## src/rtl/stb_capture_pkg.sv

```systemverilog
// Shared types and constants for the strobe capture controller.
package stb_capture_pkg;

  localparam int CMP_SYNC_STAGES = 2;
  localparam int TIMEOUT_MARGIN  = 16;

  typedef enum logic [6:0] {
    ST_IDLE     = 7'b000_0001,
    ST_WAIT_RDY = 7'b000_0010,
    ST_REQ      = 7'b000_0100,
    ST_WAIT_VLD = 7'b000_1000,
    ST_SETTLE   = 7'b001_0000,
    ST_SAMPLE   = 7'b010_0000,
    ST_DONE     = 7'b100_0000
  } state_e;

endpackage

```

## src/rtl/sync_ff.sv

```systemverilog
// Multi-stage flop synchroniser for asynchronous inputs.
module sync_ff #(
  parameter int WIDTH  = 1,
  parameter int STAGES = 2
) (
  input  logic             clk_i,
  input  logic             rst_i,
  input  logic [WIDTH-1:0] d_i,
  output logic [WIDTH-1:0] q_o
);

  logic [WIDTH-1:0] stage_q [STAGES];
  logic [WIDTH-1:0] stage_d [STAGES];

  always_comb begin
    stage_d[0] = d_i;
    for (int i = 1; i < STAGES; i++) stage_d[i] = stage_q[i-1];
  end

  always_ff @(posedge clk_i) begin
    if (rst_i) begin
      for (int i = 0; i < STAGES; i++) stage_q[i] <= '0;
    end else begin
      for (int i = 0; i < STAGES; i++) stage_q[i] <= stage_d[i];
    end
  end

  assign q_o = stage_q[STAGES-1];

endmodule

```

## src/rtl/stb_capture_ctrl.sv

```systemverilog
// Requests N strobes from the strobe generator, samples the synchronised comparator after each,
// and returns {hits, total, err} on a valid/ready port.
//   state    | meaning
//   IDLE     | waiting for start_i
//   WAIT_RDY | waiting for generator lock
//   REQ      | one-cycle strobe request, timeout limit latched
//   WAIT_VLD | waiting for a stb_valid_i rising edge or timeout
//   SETTLE   | letting the synchroniser/comparator settle
//   SAMPLE   | accumulate one strobe
//   DONE     | result presented until accepted
module stb_capture_ctrl
  import stb_capture_pkg::*;
#(
  parameter int T_CNT_WIDTH   = 32,
  parameter int ACC_WIDTH     = 16,
  parameter int SETTLE_CYCLES = 4
) (
  input  logic                   clk_i,
  input  logic                   rst_i,
  input  logic                   start_i,
  input  logic                   abort_i,
  input  logic [ACC_WIDTH-1:0]   n_stb_i,
  output logic                   busy_o,
  input  logic                   stb_rdy_i,
  input  logic [T_CNT_WIDTH-1:0] stb_period_i,
  output logic                   stb_req_o,
  input  logic                   stb_valid_i,
  input  logic                   cmp_i,
  output logic [ACC_WIDTH-1:0]   hit_cnt_o,
  output logic [ACC_WIDTH-1:0]   total_o,
  output logic                   err_o,
  output logic                   res_valid_o,
  input  logic                   res_ready_i
);

  localparam int TLIM_W = T_CNT_WIDTH + 2;
  localparam int ACCP_W = ACC_WIDTH + 1;
  localparam logic [ACC_WIDTH-1:0] ACC_MAX = '1;
  localparam logic [3:0] SETTLE_LAST = 4'(SETTLE_CYCLES - 1);

  state_e               state_q, state_d;
  logic [ACC_WIDTH-1:0] n_q, n_d, hits_q, hits_d, total_q, total_d;
  logic [ACC_WIDTH-1:0] hit_out_q, hit_out_d, total_out_q, total_out_d;
  logic [TLIM_W-1:0]    tlim_q, tlim_d, wait_q, wait_d, wait_inc;
  logic [3:0]           settle_q, settle_d;
  logic                 err_q, err_d, err_out_q, err_out_d;
  logic                 vld_prev_q, vld_prev_d, stb_req_q, stb_req_d;
  logic                 busy_q, busy_d, res_valid_q, res_valid_d;
  logic                 cmp_s, last_stb;

  sync_ff #(.WIDTH(1), .STAGES(CMP_SYNC_STAGES)) u_cmp_sync (
    .clk_i (clk_i),
    .rst_i (rst_i),
    .d_i   (cmp_i),
    .q_o   (cmp_s)
  );

  // The wait counter runs from 0 in the REQ cycle, so a timeout lands in DONE exactly tlim cycles after REQ.
  assign wait_inc = wait_q + TLIM_W'(1);
  assign last_stb = ({1'b0, total_q} + ACCP_W'(1)) == {1'b0, n_q};

  always_comb begin
    state_d     = state_q;
    n_d         = n_q;
    hits_d      = hits_q;
    total_d     = total_q;
    err_d       = err_q;
    tlim_d      = tlim_q;
    wait_d      = wait_q;
    settle_d    = settle_q;
    hit_out_d   = hit_out_q;
    total_out_d = total_out_q;
    err_out_d   = err_out_q;
    res_valid_d = res_valid_q;
    vld_prev_d  = stb_valid_i;

    case (state_q)
      ST_IDLE: begin
        if (start_i) begin
          n_d     = n_stb_i;
          hits_d  = '0;
          total_d = '0;
          err_d   = 1'b0;
          state_d = (n_stb_i == '0) ? ST_DONE : ST_WAIT_RDY;
        end
      end
      ST_WAIT_RDY: begin
        if (stb_rdy_i) begin
          wait_d  = '0;
          state_d = ST_REQ;
        end
      end
      ST_REQ: begin
        tlim_d  = (TLIM_W'(stb_period_i) << 1) + TLIM_W'(TIMEOUT_MARGIN);
        wait_d  = wait_inc;
        state_d = ST_WAIT_VLD;
      end
      ST_WAIT_VLD: begin
        wait_d = wait_inc;
        if (stb_valid_i && !vld_prev_q) begin
          settle_d = '0;
          state_d  = ST_SETTLE;
        end else if (!stb_rdy_i || (wait_inc >= tlim_q)) begin
          err_d   = 1'b1;
          state_d = ST_DONE;
        end
      end
      ST_SETTLE: begin
        settle_d = settle_q + 4'd1;
        if (settle_q == SETTLE_LAST) state_d = ST_SAMPLE;
      end
      ST_SAMPLE: begin
        total_d = (total_q == ACC_MAX) ? total_q : total_q + 1'b1;
        hits_d  = (cmp_s && (hits_q != ACC_MAX)) ? hits_q + 1'b1 : hits_q;
        if (last_stb) begin
          state_d = ST_DONE;
        end else begin
          wait_d  = '0;
          state_d = ST_REQ;
        end
      end
      ST_DONE: begin
        if (!res_valid_q) begin
          hit_out_d   = hits_q;
          total_out_d = total_q;
          err_out_d   = err_q;
          res_valid_d = 1'b1;
        end else if (res_ready_i) begin
          res_valid_d = 1'b0;
          state_d     = ST_IDLE;
        end
      end
      default: state_d = ST_IDLE;
    endcase

    if (abort_i) begin
      state_d     = ST_IDLE;
      res_valid_d = 1'b0;
    end

    stb_req_d = (state_d == ST_REQ);
    busy_d    = (state_d != ST_IDLE);
  end

  always_ff @(posedge clk_i) begin
    if (rst_i) begin
      state_q     <= ST_IDLE;
      n_q         <= '0;
      hits_q      <= '0;
      total_q     <= '0;
      err_q       <= 1'b0;
      tlim_q      <= '0;
      wait_q      <= '0;
      settle_q    <= '0;
      hit_out_q   <= '0;
      total_out_q <= '0;
      err_out_q   <= 1'b0;
      res_valid_q <= 1'b0;
      vld_prev_q  <= 1'b0;
      stb_req_q   <= 1'b0;
      busy_q      <= 1'b0;
    end else begin
      state_q     <= state_d;
      n_q         <= n_d;
      hits_q      <= hits_d;
      total_q     <= total_d;
      err_q       <= err_d;
      tlim_q      <= tlim_d;
      wait_q      <= wait_d;
      settle_q    <= settle_d;
      hit_out_q   <= hit_out_d;
      total_out_q <= total_out_d;
      err_out_q   <= err_out_d;
      res_valid_q <= res_valid_d;
      vld_prev_q  <= vld_prev_d;
      stb_req_q   <= stb_req_d;
      busy_q      <= busy_d;
    end
  end

  assign busy_o      = busy_q;
  assign stb_req_o   = stb_req_q;
  assign hit_cnt_o   = hit_out_q;
  assign total_o     = total_out_q;
  assign err_o       = err_out_q;
  assign res_valid_o = res_valid_q;

endmodule

```

## config.mk

```make
export PLATFORM = sky130hd
export DESIGN_NAME = stb_capture_ctrl
export DESIGN_NICKNAME = d
export VERILOG_FILES = /design/src/rtl/stb_capture_pkg.sv /design/src/rtl/sync_ff.sv /design/src/rtl/stb_capture_ctrl.sv
export SDC_FILE = /design/constraint.sdc
export NUM_CORES = 1
export LEC_CHECK = 0
export ABC_AREA = 1
export BUFFER_PORTS_ARGS = -buffer_cell sky130_fd_sc_hd__buf_4
export CAP_MARGIN = 20
export CELL_PAD_IN_SITES_DETAIL_PLACEMENT = 1
export CELL_PAD_IN_SITES_GLOBAL_PLACEMENT = 1
export CORE_MARGIN = 2
export CORE_UTILIZATION = 46
export CTS_BUF_LIST = sky130_fd_sc_hd__clkbuf_8 sky130_fd_sc_hd__clkbuf_16
export DETAILED_ROUTE_END_ITERATION = 8
export PLACE_DENSITY_LB_ADDON = 0.1
export SLEW_MARGIN = 20
export SYNTH_ARGS = -nofsm -noshare
export SYNTH_HDL_FRONTEND = slang
export SYNTH_SLANG_ARGS = --single-unit
```

## constraint.sdc

```tcl
create_clock -name clk_i -period 7.7 [get_ports clk_i]
set_input_delay 1.54 -clock clk_i [delete_from_list [all_inputs] [get_ports clk_i]]
set_output_delay 1.54 -clock clk_i [all_outputs]
set_load 0.01 [all_outputs]
```

==> impl_metrics.ini <==
[layout]
final_core_util = 0.543
area_delta_synth_final_pct = 16.1
drive_above_1_share = 0.120
final_cell_mix = nand2_1, inv_1, dfxtp_1
n_fill_cell = 2707
antennaDiodeCount = 0
final_common_cell = nand2_1
regArea_mm2 = 0.00332
stdcell_count = 1762
multi_input_area_mm2 = 0.00520
num-nets-final = 1573

[min_path]
hp-class = register to register
min-delay-start = u_cmp_sync.stage_q[0][0]
hold_path_depth = 2
whs_endpoint = u_cmp_sync.stage_q[0][1]

[grt]
grt_antenna_before_repair = 0
grt_max_degree = 68
grt_first_pass_wirelength_mm = 47.9
grt_pass1_vias = 9635
grt_usage = 0.272
grt_overflow = 0

[die]
die_height_um = 147
io_pins = 92
fp-row-count = 52
dieWidth_um = 147
die-area_mm2 = 0.0218
initial_core_util = 0.468
core_area_mm2 = 0.0202

[cts]
clockBufferDepth = 2
post_cts_resized = 0
postCtsSetupBuffers = 0
cts_tree = built
clk_pin_slew_ns = 0.07
clock-sinks = 166
clock-root-buffer = clkbuf_16
cts_buffers = 17
hold_buffers = 0
cts_max_level = 4
clock_latency_ns = 0.44

[logic_synthesis]
synth_warnings = 0
ys_seq_area_frac = 0.351
ys_async_sr_fraction = 0
syn_inst = 1404
synth_edf_count = 0
syn_area_per_cell_um2 = 6.75
synth_nets = 1498
ys.flop_type = dfxtp_1
ys_seq_elements = 166
yosys.cell_types.count = 42
synth_area_mm2 = 0.00947

[critical_path]
reg2reg_depth = 21
worstReg2RegEnd = state_q[3]
endpoint_kind = register
arrival_ns = 4.06
path_class = register to register
worst_ep_required_time_ns = 8.00
start_kind = register
ff2ff_setup_slack_ns = 3.93
reg2reg_from = wait_q[0]
worstPathMaxFanout = 8

[placement]
post-place-ws_ns = 3.83
post-dp-hpwl_mm = 21.2
placed_cells = 1729
io_buffer_count = 91
routabilityCongestion = 0.882

[pwr]
ir_worst_vdd_mv = 0.144
leakagePower_nw = 4.79
cellPowerDensity_mw_per_mm2 = 172

[detailed_routing]
route.detailed.drc = 0
via_per_inst = 5.35
drt_first_pass_iters = 5
via_count = 9432
routedWlPerCell_um = 16.4
drt_iter0_markers = 428
wirelength_mm = 28.9
postRouteAntennaNets = 0

[sta]
slew_violations = 0
finalCritPeriodShare = 0.489
finClkSkew_ns = 0.0158
period_minus_slack_ns = 3.77
fin_ws_ns = 3.93
finalSetupViolCount = 0
timing.fmax_ghz = 0.265
fin_tns_setup_ns = 0
rsz0062_at_grt = false
worst_pin_slew_ns = 0.948
whs_ns = 0.408
hold_violations = 0
max_slew_margin = 0.362

[outcome]
outcome = finished clean

[flow_run]
cap_viol_max_count = 0
## sequential cells by signal, summed over array words and instances (netlist names)
name	flops
wait_q	34
tlim_q	33
hit_cnt_o	16
hits_q	16
n_q	16
total_o	16
total_q	16
state_q	7
settle_q	4
u_cmp_sync.stage_q	2
busy_o	1
err_o	1
err_q	1
res_valid_o	1
stb_req_o	1
vld_prev_q	1
## worst max-delay path by stage
| stage | start | endpoint | slack, ns | cells past startpoint |
|---|---|---|---|---|
| 2_1_floorplan | stb_period_i[3] | tlim_q[26] | 4.52 | 12 |
| 3_3_place_gp | stb_period_i[3] | tlim_q[26] | 3.94 | 13 |
| 3_5_place_dp | stb_period_i[3] | tlim_q[26] | 3.83 | 13 |
| 4_1_cts | wait_q[0] | state_q[5] | 3.90 | 21 |
| 5_1_grt | wait_q[0] | state_q[3] | 3.38 | 21 |
| 6_report | wait_q[0] | state_q[3] | 3.93 | 21 |
## Yosys cell counts, types with 4 or more instances
| cell | n | area [um2] |
|---|---|---|
| and3_1 | 5 | 31.3 |
| nand2_1 | 296 | 1110 |
| o21ai_0 | 98 | 490 |
| a211oi_1 | 5 | 37.5 |
| ha_1 | 38 | 475 |
| nor2_1 | 122 | 458 |
| nor3_1 | 38 | 190 |
| xor2_1 | 34 | 298 |
| a21oi_1 | 139 | 696 |
| nor2_2 | 6 | 37.5 |
| a21oi_2 | 11 | 96.3 |
| inv_1 | 206 | 773 |
| dfxtp_1 | 166 | 3320 |
| o21bai_1 | 4 | 30.0 |
| nor2_4 | 4 | 45.0 |
| or2_2 | 5 | 31.3 |
| o211ai_1 | 4 | 30.0 |
| nand3_1 | 79 | 395 |
| clkbuf_1 | 36 | 135 |
| xnor2_1 | 19 | 166 |
| nand4_1 | 30 | 188 |
| nand2_2 | 14 | 87.6 |
| nor4_1 | 18 | 113 |
## area by class of cell
| cell class | count | share of cell area |
|---|---|---|
| Inverter | 209 | 0.0714 |
| Timing Repair Buffer | 96 | 0.0674 |
| Clock buffer | 17 | 0.0387 |
| Multi-Input combinational cell | 989 | 0.473 |
| Clock inverter | 15 | 0.0166 |
| Sequential cell | 166 | 0.302 |
| Tap cell | 270 | 0.0307 |
## stage by stage
stage	area [um2]	total power [mW]
3_5_place_dp	10400	1.01
2_1_floorplan	9470	0.958
3_3_place_gp	10400	1.01
6_report	11000	1.89
4_1_cts	11000	1.91
5_1_grt	11000	1.96
## per-layer routing
layer	track usage	part of all wire	up-vias
met4	0.0663	0.014	0
met1	0.366	0.48	4512
met3	0.0423	0.036	27
met5	0	0	-
met2	0.461	0.47	170
li1	-	-	4723
## cells by family (layout without fill, tap and decap cells)
family	count (synthesis)	after routing	synth area share
AOI/OAI and AO/OA	269	269	0.152
xor gates and xnor gates	53	53	0.0490
adders and majority gates	38	38	0.0502
buffers and inverters	249	337	0.101
DFF	166	166	0.351
and+or+nand+nor	629	629	0.297
## critical path, stage by stage (launching register included)
cell and delay (ns):
dfxtp_1 0.50, ha_1 0.25, nand3_1 0.17, nor3_1 0.24
nand2_1 0.14, nor2_2 0.33, nand2_1 0.15, nor4_1 0.32
xor2_1 0.20, inv_1 0.08, ha_1 0.27, nand2_1 0.05
nor2_1 0.10, nand2_1 0.10, nor3_1 0.16, nand4_1 0.12
nand4_1 0.12, a21oi_1 0.07, nand2_1 0.11, nand2_1 0.05
nand2_1 0.07, nor2_1 0.04
## report_power, final
group | switching, mW | leakage (nW) | total (mW) | internal, mW
Clock | 0.408 | 0.305 | 0.902 | 0.494
Combinational | 0.0762 | 3.14 | 0.119 | 0.0424
Sequential | 0.00591 | 1.34 | 0.874 | 0.868
Total | 0.490 | 4.79 | 1.89 | 1.40
(Power assumes the default switching activity.)
